[config.mk]
export PLATFORM = sky130hd
export DESIGN_NAME = mem_ctrl
export DESIGN_NICKNAME = d
export VERILOG_FILES = /design/src/rtl/mem_ctrl.sv
export SDC_FILE = /design/constraint.sdc
export NUM_CORES = 1
export LEC_CHECK = 0
export ABC_CLOCK_PERIOD_IN_PS = 8650
export CAP_MARGIN = 20
export CORE_ASPECT_RATIO = 1.2
export CORE_MARGIN = 2
export CORE_UTILIZATION = 35
export DETAILED_ROUTE_END_ITERATION = 8
export GPL_TIMING_DRIVEN = 0
export PLACE_DENSITY = 0.68
export SLEW_MARGIN = 20
export SYNTH_ARGS = -nofsm -noshare
export SYNTH_HDL_FRONTEND = slang
export SYNTH_SLANG_ARGS = --single-unit
[constraint.sdc]
create_clock -name clk -period 8.65 [get_ports clk]
set_clock_uncertainty 0.15 [all_clocks]
set_input_delay 2.595 -clock clk [delete_from_list [all_inputs] [get_ports clk]]
set_output_delay 2.595 -clock clk [all_outputs]
set_load 0.02 [all_outputs]
[src/rtl/mem_ctrl.sv]
// Byte-serial RAM controller arbitrating instruction fetch and load/store on one 8-bit port.
// Optional MEM_CTRL_ROUND_ROBIN_EN: ties go to the requester not granted last.
module mem_ctrl #(
  parameter int unsigned RAM_ADDR_WIDTH = 17
) (
  input  logic                      clk,
  input  logic                      rst,
  input  logic                      if_req,
  input  logic [31:0]               if_addr,
  input  logic                      if_cancel,
  output logic [31:0]               if_data,
  output logic                      if_done,
  input  logic                      mem_req,
  input  logic                      mem_write,
  input  logic [1:0]                mem_len,
  input  logic [31:0]               mem_addr,
  input  logic [31:0]               mem_wdata,
  output logic [31:0]               mem_rdata,
  output logic                      mem_done,
  output logic [RAM_ADDR_WIDTH-1:0] ram_addr,
  output logic                      ram_wr,
  output logic [7:0]                ram_dout,
  input  logic [7:0]                ram_din,
  output logic                      busy
);

  typedef enum logic [1:0] {StIdle, StBusy, StDone} state_e;

  state_e      state_q, state_d;
  logic        owner_mem_q, owner_mem_d;
  logic [31:0] base_q, base_d;
  logic [2:0]  n_q, n_d;
  logic        write_q, write_d;
  logic [31:0] wdata_q, wdata_d;
  logic [2:0]  cnt_q, cnt_d;
  logic [31:0] data_q, data_d;
  logic [31:0] if_data_q, if_data_d;
  logic [31:0] mem_rdata_q, mem_rdata_d;

  logic        grant_mem;
  logic [2:0]  len_n;
  logic [31:0] data_merged;
  logic [1:0]  rd_byte;
  logic [31:0] addr_sum;
  logic        unused_addr_hi;

`ifdef MEM_CTRL_ROUND_ROBIN_EN
  logic last_mem_q, last_mem_d;
  // On a tie, MEM wins only if IF was granted last.
  assign grant_mem = mem_req && (!if_req || !last_mem_q);
`else
  assign grant_mem = mem_req;
`endif

  always_comb begin
    unique case (mem_len)
      2'd0:    len_n = 3'd1;
      2'd1:    len_n = 3'd2;
      default: len_n = 3'd4;
    endcase
  end

  // Byte read at cnt = k+1 belongs to lane k.
  assign rd_byte = 2'(cnt_q - 3'd1);
  always_comb begin
    data_merged = data_q;
    data_merged[{rd_byte, 3'b000} +: 8] = ram_din;
  end

  always_comb begin
    state_d     = state_q;
    owner_mem_d = owner_mem_q;
    base_d      = base_q;
    n_d         = n_q;
    write_d     = write_q;
    wdata_d     = wdata_q;
    cnt_d       = cnt_q;
    data_d      = data_q;
    if_data_d   = if_data_q;
    mem_rdata_d = mem_rdata_q;
`ifdef MEM_CTRL_ROUND_ROBIN_EN
    last_mem_d  = last_mem_q;
`endif
    unique case (state_q)
      StIdle: begin
        if (mem_req || if_req) begin
          state_d     = StBusy;
          owner_mem_d = grant_mem;
          base_d      = grant_mem ? mem_addr : if_addr;
          n_d         = grant_mem ? len_n : 3'd4;
          write_d     = grant_mem && mem_write;
          wdata_d     = mem_wdata;
          cnt_d       = 3'd0;
          data_d      = 32'd0;
`ifdef MEM_CTRL_ROUND_ROBIN_EN
          last_mem_d  = grant_mem;
`endif
        end
      end
      StBusy: begin
        cnt_d = cnt_q + 3'd1;
        if (!write_q && cnt_q != 3'd0) data_d = data_merged;
        if (!owner_mem_q && if_cancel) begin
          state_d = StIdle;
        end else if (write_q ? (cnt_q == n_q - 3'd1) : (cnt_q == n_q)) begin
          state_d = StDone;
          if (!write_q) begin
            if (owner_mem_q) mem_rdata_d = data_merged;
            else             if_data_d   = data_merged;
          end
        end
      end
      StDone:  state_d = StIdle;
      default: state_d = StIdle;
    endcase
  end

  always_ff @(posedge clk or posedge rst) begin
    if (rst) begin
      state_q     <= StIdle;
      owner_mem_q <= 1'b0;
      base_q      <= 32'd0;
      n_q         <= 3'd0;
      write_q     <= 1'b0;
      wdata_q     <= 32'd0;
      cnt_q       <= 3'd0;
      data_q      <= 32'd0;
      if_data_q   <= 32'd0;
      mem_rdata_q <= 32'd0;
`ifdef MEM_CTRL_ROUND_ROBIN_EN
      last_mem_q  <= 1'b0;
`endif
    end else begin
      state_q     <= state_d;
      owner_mem_q <= owner_mem_d;
      base_q      <= base_d;
      n_q         <= n_d;
      write_q     <= write_d;
      wdata_q     <= wdata_d;
      cnt_q       <= cnt_d;
      data_q      <= data_d;
      if_data_q   <= if_data_d;
      mem_rdata_q <= mem_rdata_d;
`ifdef MEM_CTRL_ROUND_ROBIN_EN
      last_mem_q  <= last_mem_d;
`endif
    end
  end

  // Full 32-bit add so the address wraps before truncation to the RAM width.
  assign addr_sum       = base_q + {29'd0, cnt_q};
  assign unused_addr_hi = ^(addr_sum >> RAM_ADDR_WIDTH);

  always_comb begin
    ram_addr = '0;
    ram_wr   = 1'b0;
    ram_dout = 8'd0;
    if (state_q == StBusy) begin
      ram_addr = addr_sum[RAM_ADDR_WIDTH-1:0];
      ram_wr   = write_q && (cnt_q < n_q);
      ram_dout = wdata_q[{cnt_q[1:0], 3'b000} +: 8];
    end
  end

  assign busy      = (state_q != StIdle);
  assign if_done   = (state_q == StDone) && !owner_mem_q;
  assign mem_done  = (state_q == StDone) && owner_mem_q;
  assign if_data   = if_data_q;
  assign mem_rdata = mem_rdata_q;

endmodule

Yosys cells after proc, flatten, opt, wreduce, memory -nomap -nowiden
Cells that the tools add are included.

storage, ports and cells
  register bits after elaboration = 155
  input port bits = 112
  output and inout bits = 93

cells by class
  add/sub/neg operators = 5
  magnitude comparators = 1
  equal/unequal tests = 8
  shifts and indexed selects = 3
  muxes and demuxes = 17
  bitwise gates (word level) = 3
  reduce and logical (&&, ||, !) cells = 20

operators with widths
  cell                    number
  $mux 32                 2
  $pmux 32 s2             1
  $mux 17                 2
  $bwmux 32               1
  $shift 8x7->32 const A  1
  $shiftx 32x6->8         1
  $shiftx 8x7->32         1
  $add 17x3->17           1
  $pmux 3 s2              2
  $reduce_and 5->1        2
  $mux 8                  1
  $neg 5->7               1
  $eq 3x3->1              2
  $logic_and 1x1->1       6
  $mux 2                  3
  $mux 3                  2
  $reduce_and 2->1        3
  $eq 2x1->1 const B      2
  $logic_not 2->1         2
  $ne 2x2->1 const B      2
  $pmux 2 s2              1
  $reduce_bool 2->1       2
  $add 3x1->3 const B     1
  $lt 3x3->1              1
  10 further kinds        14

Logic depth before layout (Yosys ltp)
Gate-level depths: netlist of run 1.

  depth after elaboration = 6
  gate-level depth with buffers = 10
  mapped depth without buffers = 7

Least setup slack after synthesis of run 1
OpenSTA, ideal clock, no wires.

  path kind = register -> output
  start point = reg cnt_q[1]
  end point = out ram_addr[16]
  data arrival time = 2.611 ns
  path slack = 3.294 ns
  stages on the path, launching flop included = 8
  buffers on the path = 1
  cell sequence = dfrtp_1 -> clkbuf_1 -> inv_1 -> fa_1 -> nor2b_1 -> o21ai_1 -> or4_1 -> a21oi_1

between the ends
  cells in the longest elaborated chain, start to end = 2

RTL lines
  item                    line  RTL
  from (decl)             35    logic [2:0] cnt_q, cnt_d;
  from (signal assigned)  140   cnt_q <= cnt_d;
  $add 17x3->17           151   assign addr_sum = base_q + {29'd0, cnt_q};
  $mux 17                 158   if (state_q == StBusy) begin
  to (decl)               20    output logic [RAM_ADDR_WIDTH-1:0] ram_addr,

Every way passes these cells.

Worst setup path after layout of run 1
Same ends and word-level chain as after synthesis.

==> run summary, run 1 <==
min Tclk post-route: 6.886 ns
Core ar.: 20250 um^2
Crit path buffers/inverters: 3
reg2reg start: cnt_q[1]$_DFFE_PP0P_
Net Sw Power: 1.383 mW
die height: 161.5 um
DR pass1 iterations: 4
global route total overflow: 0
max incr delay on CP: 0.65 ns
Avg Cell Area, Syn: 9.937 um^2
top_reg_cell synth: dfrtp_1
global-route wire length before repair: 31.04 mm
Mapped Nets: 854
Post-Synthesis Cells: 728
commonest cells in the netlist: nand2_1, dfrtp_1, o21ai_0, a21oi_1, nor2b_1
# resized after CTS: 0
area leader, netlist: dfrtp_1
fin util: 48.57%
Clk pwr share: 21.1%
Starting Density: 35.72%
CP Data Arrival Time: 4.14 ns
Tcrit/Tclk final: 79.60%
Clock Latency Late Sink: 0.42 ns
DRT Wirelength: 19.40 mm
Switching Fraction: 39.69%
vias in the first global route: 5853
die area: 21840 um^2
Leakage: 4.362 nW
r2r endpoint: data_q[15]$_DFFE_PP0P_
post-synth cell types: 47
internal power: 2.101 mW
Crit path required time: 5.91 ns
status: finished, final reports clean
Final Cell Area: 9837 um^2
setup violation total in the final timing report: 0
total track usage: 18.21%
Worst setup EP type: output pin
register area share after synthesis: 53.61%
CTS Root Cell: clkbuf_16
Tightest Pin Transition: 0.6796 ns
# DRC: 0
Hold Startpoint: wdata_q[17]$_DFFE_PP0P_
most frequent cell after synthesis: nand2_1
Area contributors post-synth: dfrtp_1, nand2_1, a22o_1, o21ai_0, nor2b_1
Max-Cap Viols: 0
worst r2r path cells: 8
share of cells above drive strength 1: 7.659%
Slew headroom: 54.69%
H-tree levels: 4
postcts setup bufs: 0
fin nets: 1040
async set-reset flop share out of synthesis: 100.0%
Startpoint Class: flop
EDFF count, synth: 0
vias post-DR: 5847
Pwr Density: 354.2 nW/um^2
Placed Area: 9263 um^2
Top delay family on crit path: buffers and inverters
Sequential Power Share: 33.2%
placed cells: 1160
Critical Path, Cell by Cell: clkbuf_1 > inv_1 > fa_1 > nor2b_1 > o21ai_1 > or4_1 > a21oi_1 > clkdlybuf4s50_1
CTS hold repair buffers: 0
hold depth: 2
Port Buf Inserts: 166
die span in x: 135.2 um
RSZ-0062 raised after global routing: false
Yosys top cell area share: 53.61%
wire per inst: 16.28 um
largest net degree at the start of global routing: 86
Clock Sinks: 155
maximum clock insertion buffer count: 2
Worst Hold Path EP: wdata_q[17]$_DFFE_PP0P_
Peak supply drop: 0.0001644 V
CP max stage cell: clkdlybuf4s50_1
flops & latches, synth: 155
Non-Filler Instances: 1192
clock-pin transition on the worst setup and hold timing paths: 0.06 ns
ANT cells: 0
Syn-to-layout area delta: 35.97%
Slew Viols, Final: 0
Post-DP HPWL: 13.90 mm
Synth Warn #: 0
initial antenna violation count: 0
part of the power in combinational logic: 45.7%
CTS tree: yes
register-to-register setup slack: 5.43 ns
final hold vios: 0
final antenna-violating net count: 0
Ports: 205
Row Count: 57
TritonCTS Buffers: 17
routability cong.: 0.7692
Hold WC Path Type: reg2reg
critical path type: reg2out
DRT iter0 DRCs: 415
maximum clock frequency: 145.2 MHz
mapped cell area: 7234 um^2
CP max FO: 10
vias per cell: 4.905
[area by class of cell]
class | instances | area [um^2]
fill | 1966 | 10420
sequential | 155 | 3879
multi-input combinational | 514 | 3064
timing repair buffer | 167 | 1689
clock buffer | 19 | 432.9
tap | 265 | 331.6
buffer | 48 | 250.2
clock inverter | 13 | 141.4
inverter | 11 | 48.80
[layer usage]
layer  routed length (um)  global-route usage (%)  vias up  share of wire, %
met3                  902                   3.955       18               4.6
met2                 9789                   30.94      155                50
li1                     -                       -     2859                 -
met5                    0                       0        -                 0
met1                 8441                   23.35     2815                44
met4                  268                   5.256        0               1.4
[state kept, by name, summed over array words and instances, names as in the netlist]
name,flops
owner_mem_q,1
cnt_q,3
data_q,32
if_data,32
state_q,2
base_q,17
mem_rdata,32
wdata_q,32
write_q,1
n_q,3
[how the worst max path moves through the flow]
stage,end,start,cells after the start
after floorplan,base_q[0]$_DFFE_PP0P_,rst,1
final,ram_addr[16],cnt_q[1]$_DFFE_PP0P_,8
after global placement,wdata_q[25]$_DFFE_PP0P_,rst,2
after CTS,ram_addr[16],cnt_q[1]$_DFFE_PP0P_,8
after global routing,ram_addr[16],cnt_q[1]$_DFFE_PP0P_,8
after detailed placement,ram_addr[16],cnt_q[1]$_DFFE_PP0P_,8
[cells in the final DEF (no fill, tap or decap), drive strengths merged, types with 3 or more instances in the layout]
master / count
nand2: 189
clkdlybuf4s50: 166
dfrtp: 155
o21ai: 89
a21oi: 45
clkbuf: 40
nor2b: 37
a22o: 33
buf: 28
mux2i: 17
and2: 14
inv: 14
ha: 13
nor2: 11
mux4: 8
xor2: 7
clkinv: 6
nor3: 6
or4: 5
o31ai: 5
or3: 3
nand3: 3
o211ai: 3
o21a: 3
nor3b: 3
[through the flow]
| stage | hold WS [ns] | TNS (ns) | worst slack (ns) | power (mW) |
|---|---|---|---|---|
| floorplan | 0.2903 | 0 | 1.727 | 2.096 |
| global placement | 0.3041 | -75.96 | -0.5025 | 2.746 |
| detailed placement | 0.3110 | 0 | 2.228 | 2.781 |
| CTS | 0.3279 | 0 | 1.776 | 3.528 |
| global route | 0.3417 | 0 | 1.541 | 3.721 |
| finish | 0.3218 | 0 | 1.764 | 3.484 |
[power by group through the flow]
stage	sequential [mW]	clock, mW	combinational [mW]
floorplan	1.24	0	0.851
global placement	1.16	0	1.58
detailed placement	1.17	0	1.61
CTS	1.16	0.752	1.62
global route	1.19	0.779	1.75
finish	1.16	0.735	1.59
[worst min-delay path: stages (launching register included)]
cell     delay, ns
dfrtp_1       0.34
nand2_1       0.05
nand2_1       0.05
[cell families after synthesis]
group | share of synthesized area (%)
AOI/OAI and AO/OA | 15.24
xor gates and xnor gates | 1.401
adders and majority gates | 2.525
buffers and inverters | 4.030
DFF | 53.61
muxes | 4.843
and+or+nand+nor | 18.35
No activity file was read; power rests on OpenSTA's default activity.
==> run 2, diff against run 1 <==
Settings changed: ABC_CLOCK_PERIOD_IN_PS 8650 to 7100.
Clock period 8.65 ns to 7.1 ns, I/O delays scaled along.
==> results of run 2 <==
The final DEF is identical to that of run 1. Status: finished, final reports clean.
Main changes from that run: setup slack after placement 2.228 ns -> 1.143 ns; setup slack after layout 1.764 ns -> 0.6794 ns; register-to-register setup slack 5.43 ns -> 3.88 ns; total power 3.484 mW -> 4.245 mW; worst IR drop on VDD 0.0001644 V -> 0.0002004 V
